`src/rtl/vga_sync_if.sv`:
```
// Sync pair from the VGA timing generator plus the monitor's regenerated
// timing and violation reporting.
interface vga_sync_if;
  logic        hsync;
  logic        vsync;
  logic        locked;
  logic [15:0] x;
  logic [15:0] y;
  logic        active;
  logic        frame_start;
  logic        err;
  logic [2:0]  err_code;
  logic [7:0]  err_count;

  modport master (
    output hsync, vsync,
    input  locked, x, y, active, frame_start, err, err_code, err_count
  );

  modport slave (
    input  hsync, vsync,
    output locked, x, y, active, frame_start, err, err_code, err_count
  );
endinterface

```
`src/rtl/vga_sync_monitor.sv`:
```
// Locks onto an hsync/vsync stream, regenerates pixel coordinates and an
// active-video flag, and flags and counts timing violations.
module vga_sync_monitor #(
  parameter int H_ACTIVE    = 640,
  parameter int H_FP        = 16,
  parameter int H_SYNC      = 96,
  parameter int H_BP        = 48,
  parameter int V_ACTIVE    = 480,
  parameter int V_FP        = 10,
  parameter int V_SYNC      = 2,
  parameter int V_BP        = 33,
  parameter int SYNC_ACT    = 0,
  parameter int LOCK_FRAMES = 2
) (
  input  logic      clk,
  input  logic      rst_n,
  vga_sync_if.slave vga
);
  localparam logic [15:0] H_TOTAL  = 16'(H_ACTIVE + H_FP + H_SYNC + H_BP);
  localparam logic [15:0] V_TOTAL  = 16'(V_ACTIVE + V_FP + V_SYNC + V_BP);
  localparam logic [15:0] H_TMO    = 16'(2 * (H_ACTIVE + H_FP + H_SYNC + H_BP));
  localparam logic [15:0] H_START  = 16'(H_SYNC + H_BP);
  localparam logic [15:0] H_END    = 16'(H_SYNC + H_BP + H_ACTIVE - 1);
  localparam logic [15:0] V_START  = 16'(V_SYNC + V_BP);
  localparam logic [15:0] V_END    = 16'(V_SYNC + V_BP + V_ACTIVE - 1);
  localparam logic [15:0] H_SYNC_W = 16'(H_SYNC);
  localparam logic [15:0] V_SYNC_W = 16'(V_SYNC);
  localparam logic [7:0]  LOCK_N   = 8'(LOCK_FRAMES);
  localparam logic        ACT      = (SYNC_ACT != 0);

  typedef enum logic [1:0] {SEARCH, CHECK, LOCKED} state_t;
  typedef enum logic [2:0] {
    E_NONE = 3'd0, E_LINE = 3'd1, E_HSYNC = 3'd2,
    E_FRAME = 3'd3, E_VSYNC = 3'd4, E_TIMEOUT = 3'd5
  } err_t;

  logic        hs_q, hs_d, vs_q, vs_d;
  logic        hs_lead, hs_trail, vs_lead, vs_trail, frame_edge;
  logic [15:0] h_pos_q, h_pos_n, v_pos_q, v_pos_n;
  logic [15:0] vs_lines_q, vs_lines_n;
  logic        vs_pend_q, vs_pend_n;
  state_t      state_q, state_n;
  logic [7:0]  good_q, good_n;
  err_t        viol_code;
  logic        viol_any, fs_n, in_area, show;

  logic        locked_q, active_q, fs_q, err_q;
  logic [15:0] x_q, y_q;
  logic [2:0]  code_q;
  logic [7:0]  count_q;

  // Inputs are already in the clk domain: one register stage plus history
  // for edge detection. Idle level at reset so the first pulse is an edge.
  // NOTE: every clocked process uses <= so all registers sample pre-edge values.
  always_ff @(posedge clk or negedge rst_n) begin
    if (!rst_n) begin
      hs_q <= ~ACT;
      hs_d <= ~ACT;
      vs_q <= ~ACT;
      vs_d <= ~ACT;
    end else begin
      hs_q <= vga.hsync;
      hs_d <= hs_q;
      vs_q <= vga.vsync;
      vs_d <= vs_q;
    end
  end

  assign hs_lead    = (hs_q == ACT) && (hs_d != ACT);
  assign hs_trail   = (hs_q != ACT) && (hs_d == ACT);
  assign vs_lead    = (vs_q == ACT) && (vs_d != ACT);
  assign vs_trail   = (vs_q != ACT) && (vs_d == ACT);
  assign frame_edge = hs_lead && (vs_lead || vs_pend_q);

  // Position of the pixel currently in the input register.
  always_comb begin
    h_pos_n    = h_pos_q;
    v_pos_n    = v_pos_q;
    vs_pend_n  = vs_pend_q;
    vs_lines_n = vs_lines_q;
    if (hs_lead)                h_pos_n = '0;
    else if (h_pos_q != H_TMO)  h_pos_n = h_pos_q + 16'd1;
    if (frame_edge)             v_pos_n = '0;
    else if (hs_lead && v_pos_q != 16'hFFFF) v_pos_n = v_pos_q + 16'd1;
    if (frame_edge)             vs_pend_n = 1'b0;
    else if (vs_lead)           vs_pend_n = 1'b1;
    // vsync width in lines = hsync leading edges seen while vsync asserted
    if (vs_lead)                vs_lines_n = hs_lead ? 16'd1 : 16'd0;
    else if (vs_q == ACT && hs_lead && vs_lines_q != 16'hFFFF)
      vs_lines_n = vs_lines_q + 16'd1;
  end

  always_ff @(posedge clk or negedge rst_n) begin
    if (!rst_n) begin
      h_pos_q    <= '0;
      v_pos_q    <= '0;
      vs_pend_q  <= 1'b0;
      vs_lines_q <= '0;
    end else begin
      h_pos_q    <= h_pos_n;
      v_pos_q    <= v_pos_n;
      vs_pend_q  <= vs_pend_n;
      vs_lines_q <= vs_lines_n;
    end
  end

  // Checks are written highest code first so the lowest simultaneous code wins.
  // NOTE: every variable written in always_comb gets a default first so no latch is inferred.
  always_comb begin
    viol_code = E_NONE;
    if (state_q != SEARCH) begin
      if (h_pos_n == H_TMO && h_pos_q != H_TMO)      viol_code = E_TIMEOUT;
      if (vs_trail && vs_lines_q != V_SYNC_W)        viol_code = E_VSYNC;
      if (frame_edge && v_pos_q + 16'd1 != V_TOTAL)  viol_code = E_FRAME;
      if (hs_trail && h_pos_n != H_SYNC_W)           viol_code = E_HSYNC;
      if (hs_lead && h_pos_q + 16'd1 != H_TOTAL)     viol_code = E_LINE;
    end
  end

  assign viol_any = (viol_code != E_NONE);

  always_comb begin
    state_n = state_q;
    good_n  = good_q;
    fs_n    = 1'b0;
    if (viol_any) begin
      state_n = SEARCH;
      good_n  = '0;
    end else if (frame_edge) begin
      fs_n = 1'b1;
      unique case (state_q)
        SEARCH: begin
          state_n = CHECK;
          good_n  = '0;
        end
        CHECK: begin
          good_n = good_q + 8'd1;
          if (good_q + 8'd1 >= LOCK_N) state_n = LOCKED;
        end
        default: state_n = LOCKED;
      endcase
    end
  end

  always_ff @(posedge clk or negedge rst_n) begin
    if (!rst_n) begin
      state_q <= SEARCH;
      good_q  <= '0;
    end else begin
      state_q <= state_n;
      good_q  <= good_n;
    end
  end

  assign in_area = (h_pos_n >= H_START) && (h_pos_n <= H_END) &&
                   (v_pos_n >= V_START) && (v_pos_n <= V_END);
  assign show    = (state_n == LOCKED) && in_area;

  always_ff @(posedge clk or negedge rst_n) begin
    if (!rst_n) begin
      locked_q <= 1'b0;
      active_q <= 1'b0;
      x_q      <= '0;
      y_q      <= '0;
      fs_q     <= 1'b0;
      err_q    <= 1'b0;
      code_q   <= '0;
      count_q  <= '0;
    end else begin
      locked_q <= (state_n == LOCKED);
      active_q <= show;
      x_q      <= show ? h_pos_n - H_START : '0;
      y_q      <= show ? v_pos_n - V_START : '0;
      fs_q     <= fs_n;
      err_q    <= viol_any;
      if (viol_any) begin
        code_q <= viol_code;
        if (count_q != 8'hFF) count_q <= count_q + 8'd1;
      end
    end
  end

  assign vga.locked      = locked_q;
  assign vga.active      = active_q;
  assign vga.x           = x_q;
  assign vga.y           = y_q;
  assign vga.frame_start = fs_q;
  assign vga.err         = err_q;
  assign vga.err_code    = code_q;
  assign vga.err_count   = count_q;
endmodule
```
`src/flat_wrapper.sv`:
```
// flat-port wrapper written by rule: the top's interface ports become plain ports
module vga_sync_monitor_flat 
#(
  parameter int H_ACTIVE    = 640,
  parameter int H_FP        = 16,
  parameter int H_SYNC      = 96,
  parameter int H_BP        = 48,
  parameter int V_ACTIVE    = 480,
  parameter int V_FP        = 10,
  parameter int V_SYNC      = 2,
  parameter int V_BP        = 33,
  parameter int SYNC_ACT    = 0,
  parameter int LOCK_FRAMES = 2
)
  (clk, rst_n, vga_hsync, vga_vsync, vga_locked, vga_x, vga_y, vga_active, vga_frame_start, vga_err, vga_err_code, vga_err_count);
  vga_sync_if vga_i ();
  input  logic clk;
  input  logic rst_n;
  input wire logic [$bits(vga_i.hsync)-1:0] vga_hsync;
  input wire logic [$bits(vga_i.vsync)-1:0] vga_vsync;
  output wire logic [$bits(vga_i.locked)-1:0] vga_locked;
  output wire logic [$bits(vga_i.x)-1:0] vga_x;
  output wire logic [$bits(vga_i.y)-1:0] vga_y;
  output wire logic [$bits(vga_i.active)-1:0] vga_active;
  output wire logic [$bits(vga_i.frame_start)-1:0] vga_frame_start;
  output wire logic [$bits(vga_i.err)-1:0] vga_err;
  output wire logic [$bits(vga_i.err_code)-1:0] vga_err_code;
  output wire logic [$bits(vga_i.err_count)-1:0] vga_err_count;
  assign vga_i.hsync = vga_hsync;
  assign vga_i.vsync = vga_vsync;
  assign vga_locked = vga_i.locked;
  assign vga_x = vga_i.x;
  assign vga_y = vga_i.y;
  assign vga_active = vga_i.active;
  assign vga_frame_start = vga_i.frame_start;
  assign vga_err = vga_i.err;
  assign vga_err_code = vga_i.err_code;
  assign vga_err_count = vga_i.err_count;
  vga_sync_monitor #(.H_ACTIVE(H_ACTIVE), .H_FP(H_FP), .H_SYNC(H_SYNC), .H_BP(H_BP), .V_ACTIVE(V_ACTIVE), .V_FP(V_FP), .V_SYNC(V_SYNC), .V_BP(V_BP), .SYNC_ACT(SYNC_ACT), .LOCK_FRAMES(LOCK_FRAMES)) u_core (.clk(clk), .rst_n(rst_n), .vga(vga_i));
endmodule
```
`config.mk`:
```
export PLATFORM = sky130hd
export DESIGN_NAME = vga_sync_monitor_flat
export DESIGN_NICKNAME = d
export VERILOG_FILES = /design/src/rtl/vga_sync_if.sv /design/src/rtl/vga_sync_monitor.sv /design/src/flat_wrapper.sv
export SDC_FILE = /design/constraint.sdc
export NUM_CORES = 1
export LEC_CHECK = 0
export BUFFER_PORTS_ARGS = -buffer_cell sky130_fd_sc_hd__buf_4
export CELL_PAD_IN_SITES_DETAIL_PLACEMENT = 1
export CELL_PAD_IN_SITES_GLOBAL_PLACEMENT = 1
export CORE_ASPECT_RATIO = 0.6
export CORE_MARGIN = 2
export CORE_UTILIZATION = 50
export DETAILED_ROUTE_END_ITERATION = 16
export GPL_ROUTABILITY_DRIVEN = 0
export GPL_TIMING_DRIVEN = 0
export PLACE_DENSITY_LB_ADDON = 0.1
export SLEW_MARGIN = 20
export SYNTH_ARGS = -nofsm -noshare
export SYNTH_HDL_FRONTEND = slang
export SYNTH_SLANG_ARGS = --single-unit
```
`constraint.sdc`:
```
create_clock -name clk -period 11 [get_ports clk]
set_input_delay 1.65 -clock clk [delete_from_list [all_inputs] [get_ports clk]]
set_output_delay 1.65 -clock clk [all_outputs]
set_load 0.005 [all_outputs]
```
* Word level (Yosys, flattened, before mapping) *
Cells that the tools add are included.

operators by class
  add/sub/neg operators = 7
  $lt $le $gt $ge = 5
  equality and inequality tests = 11
  multiplexer cells = 26
  bitwise logic cells = 4
  reductions and logical operators = 27

operators with widths
  kind                   count
  $mux 16                8
  $add 16x1->16 const B  3
  $le 16x10->1 const B   2
  $ne 16x10->1 const B   2
  $ne 16x16->1 const B   2
  $mux 3                 6
  $logic_and 1x1->1      17
  $add 8x1->8 const B    2
  $eq 16x11->1 const B   1
  $ge 16x6->1 const B    1
  $ge 16x8->1 const B    1
  $mux 8                 2
  $ne 16x11->1 const B   1
  $ne 16x2->1 const B    1
  $ne 16x7->1 const B    1
  $pmux 8 s2             1
  $sub 16x6->16 const B  1
  $sub 16x8->16 const B  1
  $ge 8x2->1 const B     1
  $ne 8x8->1 const B     1
  $reduce_bool 2->1      4
  $mux 2                 3
  $reduce_bool 3->1      2
  $mux 1                 5
  other kinds (7)        11

word-level totals
  flip-flop bits (word level) = 110
  input bits = 4
  word-level logic and storage cells = 98

* Depth between registers and ports, before layout *
Gate-level depths: netlist of run 1.

  depth in word-level cells = 16
  mapped depth = 19

* Least setup slack after synthesis of run 1 *
OpenSTA, ideal clock, no wires.

  kind = register -> register
  start point = reg u_core.hs_q
  end point = reg u_core.x_q[12] (netlist: u_core.vga.x[12])
  setup time = 69 ps
  arrival time = 4,274 ps
  data required time = 10,931 ps
  setup slack = 6,657 ps
  stages on the path, launching flop included = 19
  buffers on the path = 5
  clock period less this slack = 4,343 ps
  path through = dfstp_2 nand2b_1 clkbuf_1 clkbuf_1 nand2_1 clkbuf_1 a21oi_1 inv_1 ha_1 inv_1 nor3_1 o41ai_2 a21boi_0 or4b_1 a2111oi_2 or3b_1 buf_2 buf_6 nor2_4

between the ends
  word-level cells in the longest chain between the ends = 16
  elaborated cells between the ends (all ways) = 34
  classes of those cells = 1 x add/sub; 4 x order compare; 3 x eq/ne; 12 x mux; 1 x bitwise; 13 x reduce/logical

RTL lines
  element                      RTL line                 RTL
  from (decl)                  vga_sync_monitor.sv:37   logic hs_q, hs_d, vs_q, vs_d;
  from (signal assigned)       vga_sync_monitor.sv:57   hs_q <= ~ACT;
  from (signal assigned)       vga_sync_monitor.sv:62   hs_q <= vga.hsync;
  $not 1->1 (*)                vga_sync_monitor.sv:69   assign hs_lead = (hs_q == ACT) && (hs_d != ACT);
  $logic_and 1x1->1 (*)        vga_sync_monitor.sv:69
  $mux 16 (*)                  vga_sync_monitor.sv:81   if (hs_lead) h_pos_n = '0;
  named net u_core.h_pos_n[4]  vga_sync_monitor.sv:39   logic [15:0] h_pos_q, h_pos_n, v_pos_q, v_pos_n;
  $eq 16x11->1                 vga_sync_monitor.sv:112  if (h_pos_n == H_TMO && h_pos_q != H_TMO) viol_code = E_TIMEOUT;
  $logic_and 1x1->1            vga_sync_monitor.sv:112
  $mux 3                       vga_sync_monitor.sv:112
  $mux 3                       vga_sync_monitor.sv:113  if (vs_trail && vs_lines_q != V_SYNC_W) viol_code = E_VSYNC;
  $mux 3                       vga_sync_monitor.sv:114  if (frame_edge && v_pos_q + 16'd1 != V_TOTAL) viol_code = E_FRAME;
  $mux 3                       vga_sync_monitor.sv:115  if (hs_trail && h_pos_n != H_SYNC_W) viol_code = E_HSYNC;
  $mux 3                       vga_sync_monitor.sv:116  if (hs_lead && h_pos_q + 16'd1 != H_TOTAL) viol_code = E_LINE;
  $mux 3                       vga_sync_monitor.sv:111  if (state_q != SEARCH) begin
  $reduce_bool 3->1            vga_sync_monitor.sv:120  assign viol_any = (viol_code != E_NONE);
  $mux 2                       vga_sync_monitor.sv:126  if (viol_any) begin
  $eq 2x2->1                   vga_sync_monitor.sv:157  assign show = (state_n == LOCKED) && in_area;
  $logic_and 1x1->1            vga_sync_monitor.sv:157
  $mux 16 (*)                  vga_sync_monitor.sv:172  x_q <= show ? h_pos_n - H_START : '0;
  to (signal assigned)         vga_sync_monitor.sv:172
  to (decl)                    vga_sync_monitor.sv:48   logic [15:0] x_q, y_q;

The timed path passes the listed nets; every way through them passes the cells marked *.
A chain may end at the register's enable or synchronous reset.

* Final worst setup path of run 1 *
Same ends and word-level chain as after synthesis.

==> run_results.csv, run 1 <==
group,metric,value,unit
run,maxCapViolCount,0,
sta,fin_crit_sh,0.5498,
drt,routedWlPerCell,19.84,um
yosys,avgSynthCellArea,9.211,um^2
worst_setup_path,rr_worst_depth,18,
sta,rsz0062_at_grt,"false",
drt,drtIter0Drc,442,
clock_tree,h-tree-depth,3,
sta,fmax,0.1654,GHz
layout,fillers,1429,
global_route,grt_usage,0.2872,
drt,drt-pass1-iter-count,4,
worst_setup_path,cp_max_fo,10,
worst_setup_path,rrSetupSlack,4.95,ns
layout,drive_gt1_frac,0.1519,
yosys,synth_top_area_frac,0.4180,
worst_setup_path,path_common_cell,"clkbuf_1",
worst_setup_path,worstPathCellList,"nand2b_1 -> clkbuf_1 -> clkbuf_1 -> nand2_1 -> clkbuf_1 -> a21oi_1 -> inv_1 -> ha_1 -> inv_1 -> nor3_1 -> o41ai_2 -> a21boi_0 -> or4b_1 -> a2111oi_2 -> or3b_1 -> buf_2 -> buf_6 -> nor2_4",
yosys,synth_edf_count,0,
clock_tree,clkLatencyLatePin,0.36,ns
worst_setup_path,r2r_start,"u_core.hs_q$_DFF_PN1_",
sta,setup_tns,0,ns
clock_tree,cts-resized-gates,0,
worst_setup_path,cp-end-kind,"register",
yosys,syn_inst,689,
die,io_pins,51,
yosys,yosys_warnings,0,
sta,slew_headroom,0.3828,
yosys,synth_cell_type_count,76,
die,std_cell_rows,31,
hold_path,whs_endpoint,"u_core.vs_d$_DFF_PN1_",
power_and_ir_drop,power,1.093,mW
power_and_ir_drop,p_per_area,150.9,nW/um^2
clock_tree,cts-root-buf,"clkbuf_16",
sta,finalSetupViolations,0,
worst_setup_path,cp.buffers_inverters,7,
hold_path,hp-start,"u_core.vs_q$_DFF_PN1_",
global_route,antenna_found_initial,0,
layout,antenna_cells,0,
sta,finalMaxSlewViolations,0,
worst_setup_path,cp_data_arrival_time,6.34,ns
yosys,ys_async_sr_fraction,1.000,
sta,finalHoldViolCount,0,
yosys,synth_area_leaders,"dfrtp_1, nor2_1, xnor2_1",
power_and_ir_drop,ir_worst_vdd,0.08936,mV
yosys,synth_area,6346,um^2
die,die-area,13640,um^2
worst_setup_path,required,11.29,ns
sta,min_period,6.047,ns
place,dpl.hpwl,13.29,mm
drt,drc,0,
place,port_buffers,50,
layout,fin_nets,772,
global_route,grt_max_degree,111,
worst_setup_path,crit_family,"buffers and inverters",
clock_tree,clkSinkCount,110,
hold_path,worstHoldPathCells,0,
worst_setup_path,cp-start-kind,"register",
clock_tree,cts-hold-fix-buffers,0,
die,die_h,91.27,um
sta,finClkSkew,0.01461,ns
clock_tree,numCtsBuffers,9,
global_route,grt_pass1_wl,30.81,mm
global_route,overflow,0,
worst_setup_path,critPathMaxStageDelay,0.63,ns
drt,via_count,5600,
sta,tightestPinTransition,0.9197,ns
clock_tree,cts_tree,"done",
power_and_ir_drop,p_leak,3.282,nW
layout,syn_to_final_growth,14.18,%
drt,ant_nets,0,
clock_tree,clk_pin_slew,0.08,ns
drt,drt-total-wl,18.29,mm
yosys,ys_seq_area_frac,0.4345,
die,core-area,12220,um^2
global_route,grt_pass1_vias,5760,
run_status,status,"finished, final reports clean",
die,start_util,0.5194,
worst_setup_path,cpMaxStageDelayCell,"a21oi_1",
worst_setup_path,r2r-end,"u_core.vga.x[12]$_DFF_PN0_",
worst_setup_path,path_class,"reg -> reg",
yosys,ys.flop_type,"dfrtp_1",
yosys,ys_seq_elements,110,
drt,routed_via_density,6.074,
die,dieWidth,149.4,um
clock_tree,clock_path_buffers,2,
clock_tree,cts_setup_buffers,0,
yosys,synth_top_area_cell,"dfrtp_1",
hold_path,hold_class,"reg -> reg",
where the power goes:
group	internal, mW	leakage (nW)	switching, mW	total (mW)
sequential	0.441	1.49	0.0398	0.481
combinational	0.106	1.65	0.163	0.269
clock	0.181	0.146	0.162	0.343
total	0.728	3.28	0.365	1.09
worst reg2reg max path, stage by stage (launching register included):
cell and delay [ns]:
dfstp_2 0.58, nand2b_1 0.30, clkbuf_1 0.52, clkbuf_1 0.54
nand2_1 0.19, clkbuf_1 0.31, a21oi_1 0.63, inv_1 0.19
ha_1 0.29, inv_1 0.12, nor3_1 0.09, o41ai_2 0.08
a21boi_0 0.12, or4b_1 0.58, a2111oi_2 0.45, or3b_1 0.41
buf_2 0.25, buf_6 0.22, nor2_4 0.11
cell usage after synthesis, types with 5 or more instances:
library cell and number:
o21ai_0 17, ha_1 16, a31oi_1 10, buf_2 13, dfrtp_1 106, and2_1 6
xnor2_1 35, nor4_1 19, nand3_1 21, a21oi_1 20, a22oi_1 7, nand4_1 24
nor3b_1 6, or3_1 7, or4_1 8, and3_1 12, inv_1 19, nor3_1 27
nor4b_1 6, nor2b_1 9, xor2_1 26, nor2_4 5, o31ai_1 9, nor2_1 91
nand2_1 52, clkbuf_1 20, mux2i_1 7
area by class of cell:
| cell class | instances | area (um^2) | area share |
|---|---|---|---|
| tap | 165 | 206.4 | 0.02849 |
| clock inverter | 6 | 75.07 | 0.01036 |
| inverter | 20 | 75.07 | 0.01036 |
| buffer | 43 | 202.7 | 0.02797 |
| timing repair buffer | 50 | 381.6 | 0.05267 |
| multi-input combinational | 518 | 3318 | 0.4580 |
| sequential | 110 | 2758 | 0.3806 |
| clock buffer | 10 | 229.0 | 0.03160 |
cell families after synthesis:
logic type | after synthesis | synth area share
flops | 110 | 0.4345
fa+ha+maj | 16 | 0.03155
buf+inv | 63 | 0.04377
mux | 8 | 0.01282
xor+xnor | 61 | 0.08419
simple gates | 324 | 0.2742
compound gates | 106 | 0.1183
other cells | 1 | 0.0005909
per-layer routing:
| metal | vias up | GRT usage | wire length, um |
|---|---|---|---|
| met5 | - | 0 | 0 |
| met4 | 0 | 0.07460 | 294 |
| met3 | 27 | 0.05126 | 866 |
| met2 | 157 | 0.4312 | 8127 |
| met1 | 2836 | 0.4275 | 9003 |
| li1 | 2580 | - | - |
sequential cells by signal, indices dropped and copies added, names as in the netlist:
name and flops:
u_core.vga.y 16, u_core.vs_q 1, u_core.good_q 8, u_core.state_q 2, u_core.vga.err_code 3, u_core.vga.active 1, u_core.hs_d 1, u_core.vga.err 1
u_core.hs_q 1, u_core.vs_d 1, u_core.vs_lines_q 16, u_core.v_pos_q 16, u_core.vga.locked 1, u_core.h_pos_q 16, u_core.vs_pend_q 1, u_core.vga.frame_start 1
u_core.vga.x 16, u_core.vga.err_count 8
cells in the final DEF (no fill, tap or decap), types with 12 or more instances in the layout:
master	synthesis	layout
buf_2	13	13
xnor2_1	35	35
nor3_1	27	27
inv_1	19	19
nand3_1	21	21
and3_1	12	12
nand4_1	24	24
buf_4	4	53
xor2_1	26	26
nor2_1	91	91
dfrtp_1	106	106
o21ai_0	17	17
nand2_1	52	52
a21oi_1	20	20
clkbuf_1	20	21
ha_1	16	16
nor4_1	19	19
per-stage QoR:
step	area (um^2)	worst slack [ns]	hold WS (ns)	cells	utilization
after floorplan	6354	6.657	0.3624	691	-
after global placement	6935	5.282	0.3856	906	0.5676
after detailed placement	6939	5.166	0.3863	906	0.5679
after CTS	7243	5.113	0.3992	922	0.5928
after global routing	7246	4.705	0.4110	922	0.5930
final	7246	4.953	0.4003	922	0.5930
how the worst max path moves through the flow:
stage / start / endpoint / cells after the start
6_report: u_core.hs_q$_DFF_PN1_ / u_core.vga.x[12]$_DFF_PN0_ / 18
5_1_grt: u_core.hs_q$_DFF_PN1_ / u_core.vga.x[6]$_DFF_PN0_ / 17
4_1_cts: u_core.hs_q$_DFF_PN1_ / u_core.vga.x[6]$_DFF_PN0_ / 17
3_5_place_dp: u_core.hs_q$_DFF_PN1_ / u_core.vga.x[6]$_DFF_PN0_ / 17
3_3_place_gp: u_core.hs_q$_DFF_PN1_ / u_core.vga.x[6]$_DFF_PN0_ / 17
2_1_floorplan: u_core.hs_q$_DFF_PN1_ / u_core.vga.x[12]$_DFF_PN0_ / 18
No activity file was read; power rests on OpenSTA's default activity.
==> run 2: changes to the inputs <==
--- a/config.mk
+++ b/config.mk
@@ -5,12 +5,13 @@
 export SDC_FILE = /design/constraint.sdc
 export NUM_CORES = 1
 export LEC_CHECK = 0
+export ABC_AREA = 1
 export BUFFER_PORTS_ARGS = -buffer_cell sky130_fd_sc_hd__buf_4
 export CELL_PAD_IN_SITES_DETAIL_PLACEMENT = 1
 export CELL_PAD_IN_SITES_GLOBAL_PLACEMENT = 1
 export CORE_ASPECT_RATIO = 0.6
 export CORE_MARGIN = 2
-export CORE_UTILIZATION = 50
+export CORE_UTILIZATION = 41
 export DETAILED_ROUTE_END_ITERATION = 16
 export GPL_ROUTABILITY_DRIVEN = 0
 export GPL_TIMING_DRIVEN = 0
==> constraint.sdc (replaced) <==
create_clock -name clk -period 5.3 [get_ports clk]
set_input_delay 0.795 -clock clk [delete_from_list [all_inputs] [get_ports clk]]
set_output_delay 0.795 -clock clk [all_outputs]
set_load 0.005 [all_outputs]
==> run 2 against run 1 <==
  * Maximum frequency up 68%
  * Setup slack worse by 3.3 ns
  * Sequential power up 110%
  * Clock power up 92%
  * Critical path depth down 2
  * Register-to-register slack worse by 3.3 ns
  * Global-route usage down 5.4 points
  * Via count down 2.4%
  * Cell count up 16%
  * Synthesized area down 0.77%
  * Routed wire length down 2.9%
  * Utilization down 12 points
  * Critical endpoint is now u_core.vga.y[13]$_DFF_PN0_
  * Largest cell class unchanged
  * Largest power group unchanged
==> run_results.csv, run 2 <==
group,metric,value,unit
clock_tree,clk_pin_slew,0.08,ns
die,io_pins,51,
drt,drt-total-wl,17.76,mm
layout,drive_gt1_frac,0.1572,
run,maxCapViolCount,0,
yosys,ys_seq_area_frac,0.4379,
clock_tree,numCtsBuffers,9,
yosys,synthMostInstantiatedCell,"nand2_1",
clock_tree,cts_tree,"done",
global_route,grt_max_degree,63,
global_route,grt_pass1_vias,5739,
layout,final_common_cell,"nand2_1",
worst_setup_path,cp.buffers_inverters,5,
yosys,synth_area,6297,um^2
sta,finalHoldViolCount,0,
worst_setup_path,worstPathCellList,"inv_1 -> nand2_1 -> buf_2 -> buf_2 -> nand2_1 -> inv_1 -> ha_1 -> nand3_1 -> nor2_1 -> nand2_1 -> nand2_1 -> nand2_1 -> o21ai_2 -> nand4_1 -> buf_2 -> nor3_2",
yosys,synth_top_area_cell,"dfrtp_1",
yosys,ys_seq_elements,110,
global_route,antenna_found_initial,0,
drt,routed_via_density,5.117,
worst_setup_path,crit_cells,16,
yosys,synth_area_leaders,"dfrtp_1, nand2_1, inv_1",
drt,via_count,5465,
yosys,yosys_warnings,0,
worst_setup_path,r2r_start,"u_core.hs_q$_DFF_PN1_",
worst_setup_path,cp_data_arrival_time,3.88,ns
worst_setup_path,crit_family,"simple AND/OR/NAND/NOR gates",
layout,antenna_cells,0,
run_status,status,"finished, final reports clean",
sta,min_period,3.610,ns
sta,finalMaxSlewViolations,0,
clock_tree,cts-root-buf,"clkbuf_16",
drt,drt-pass1-iter-count,4,
yosys,ys.flop_type,"dfrtp_1",
layout,fin_nets,881,
sta,finClkSkew,0.01355,ns
clock_tree,clkSinkCount,110,
clock_tree,cts-hold-fix-buffers,0,
sta,finalSetupViolations,0,
layout,multi_input_area,3015,um^2
drt,drtIter0Drc,281,
layout,syn_to_final_growth,15.08,%
worst_setup_path,required,5.58,ns
global_route,grt_usage,0.2334,
drt,ant_nets,0,
worst_setup_path,rr_worst_depth,16,
global_route,overflow,0,
power_and_ir_drop,power,2.311,mW
yosys,syn_inst,797,
worst_setup_path,path_class,"reg -> reg",
worst_setup_path,path_common_cell,"nand2_1",
layout,area.sequential,2758,um^2
clock_tree,clock_path_buffers,2,
yosys,synth_commonest_cells,"nand2_1, inv_1, dfrtp_1",
power_and_ir_drop,ir_worst_vdd,0.1616,mV
layout,layout_common_cells,"nand2_1, inv_1, dfrtp_1, nand3_1, nor2_1",
layout,finish.utilization,0.4769,
drt,drc,0,
worst_setup_path,critPathMaxStageDelay,0.54,ns
sta,fmax,0.2770,GHz
clock_tree,cts-resized-gates,0,
yosys,ys_async_sr_fraction,1.000,
yosys,avgSynthCellArea,7.901,um^2
die,std_cell_rows,35,
power_and_ir_drop,p_leak,3.699,nW
layout,fillers,1876,
power_and_ir_drop,p_per_area,318.9,nW/um^2
die,dieWidth,164.0,um
sta,setup_tns,0,ns
place,dpl.hpwl,13.91,mm
sta,fin_crit_sh,0.6811,
worst_setup_path,cpMaxStageDelayCell,"dfstp_2",
worst_setup_path,rrSetupSlack,1.69,ns
die,die-area,16400,um^2
worst_setup_path,cp-end-kind,"register",
clock_tree,clkLatencyLatePin,0.35,ns
yosys,synth_edf_count,0,
clock_tree,cts_setup_buffers,0,
worst_setup_path,cp-start-kind,"register",
worst_setup_path,cp_max_fo,10,
die,die_h,100,um
die,start_util,0.4144,
drt,routedWlPerCell,16.63,um
clock_tree,h-tree-depth,3,
hold_path,hold_class,"in -> async",
yosys,synth_top_area_frac,0.4212,
sta,rsz0062_at_grt,"false",
place,port_buffers,50,
die,core-area,15200,um^2
global_route,grt_pass1_wl,29.93,mm
yosys,synth_cell_type_count,39,
worst_setup_path,r2r-end,"u_core.vga.y[13]$_DFF_PN0_",
-- run 2: how the worst max path moves through the flow --
| stage | from | end | slack [ns] |
|---|---|---|---|
| final | u_core.hs_q$_DFF_PN1_ | u_core.vga.y[13]$_DFF_PN0_ | 1.69 |
| after global routing | u_core.hs_q$_DFF_PN1_ | u_core.vga.y[13]$_DFF_PN0_ | 1.31 |
| after CTS | u_core.hs_q$_DFF_PN1_ | u_core.vga.y[13]$_DFF_PN0_ | 1.69 |
| after detailed placement | u_core.hs_q$_DFF_PN1_ | u_core.vga.x[3]$_DFF_PN0_ | 1.73 |
| after global placement | u_core.v_pos_q[0]$_DFF_PN0_ | u_core.vga.y[8]$_DFF_PN0_ | 1.77 |
| after floorplan | u_core.v_pos_q[0]$_DFF_PN0_ | u_core.vga.x[10]$_DFF_PN0_ | 2.46 |
-- run 2: logic make-up (layout without fill, tap and decap cells) --
kind of cell	Yosys count	count (layout)	synth area share
AOI/OAI and AO/OA	55	55	0.05146
xor gates and xnor gates	40	40	0.05563
adders and majority gates	16	16	0.03179
buffers and inverters	134	200	0.08444
DFF	110	110	0.4379
other	1	3	0.0005955
and+or+nand+nor	441	441	0.3382
-- run 2: power breakdown --
part           internal (mW)  switching [mW]  leakage (nW)
clock network          0.335           0.325         0.136
logic                  0.218           0.419          2.10
registers              0.923          0.0909          1.47
-- run 2: metrics by stage --
| step | cells | instance area [um^2] | setup slack [ns] | hold slack (ns) |
|---|---|---|---|---|
| detailed placement | 1053 | 6965 | 1.731 | 0.3726 |
| CTS | 1068 | 7247 | 1.693 | 0.3852 |
| global route | 1068 | 7247 | 1.315 | 0.3916 |
| global placement | 1052 | 6934 | 1.774 | 0.3739 |
| floorplan | 799 | 6305 | 2.461 | 0.3540 |
| finish | 1068 | 7247 | 1.690 | 0.3678 |
-- run 2: layout make-up --
cell class,count,area share
multi-input cells,555,0.4161
flip-flops and latches,110,0.3805
inverters,120,0.06215
repair buffers,51,0.05611
well taps,203,0.03505
clock buffers,10,0.03298
plain buffers,14,0.01122
clock inverters,5,0.005870
-- run 2: metal layers --
| metal | vias to the layer above | track usage | wire length [um] |
|---|---|---|---|
| met4 | 0 | 0.05263 | 187 |
| met5 | - | 0 | 0 |
| met2 | 101 | 0.3455 | 7502 |
| met3 | 20 | 0.05124 | 926 |
| li1 | 2669 | - | - |
| met1 | 2675 | 0.3492 | 9142 |
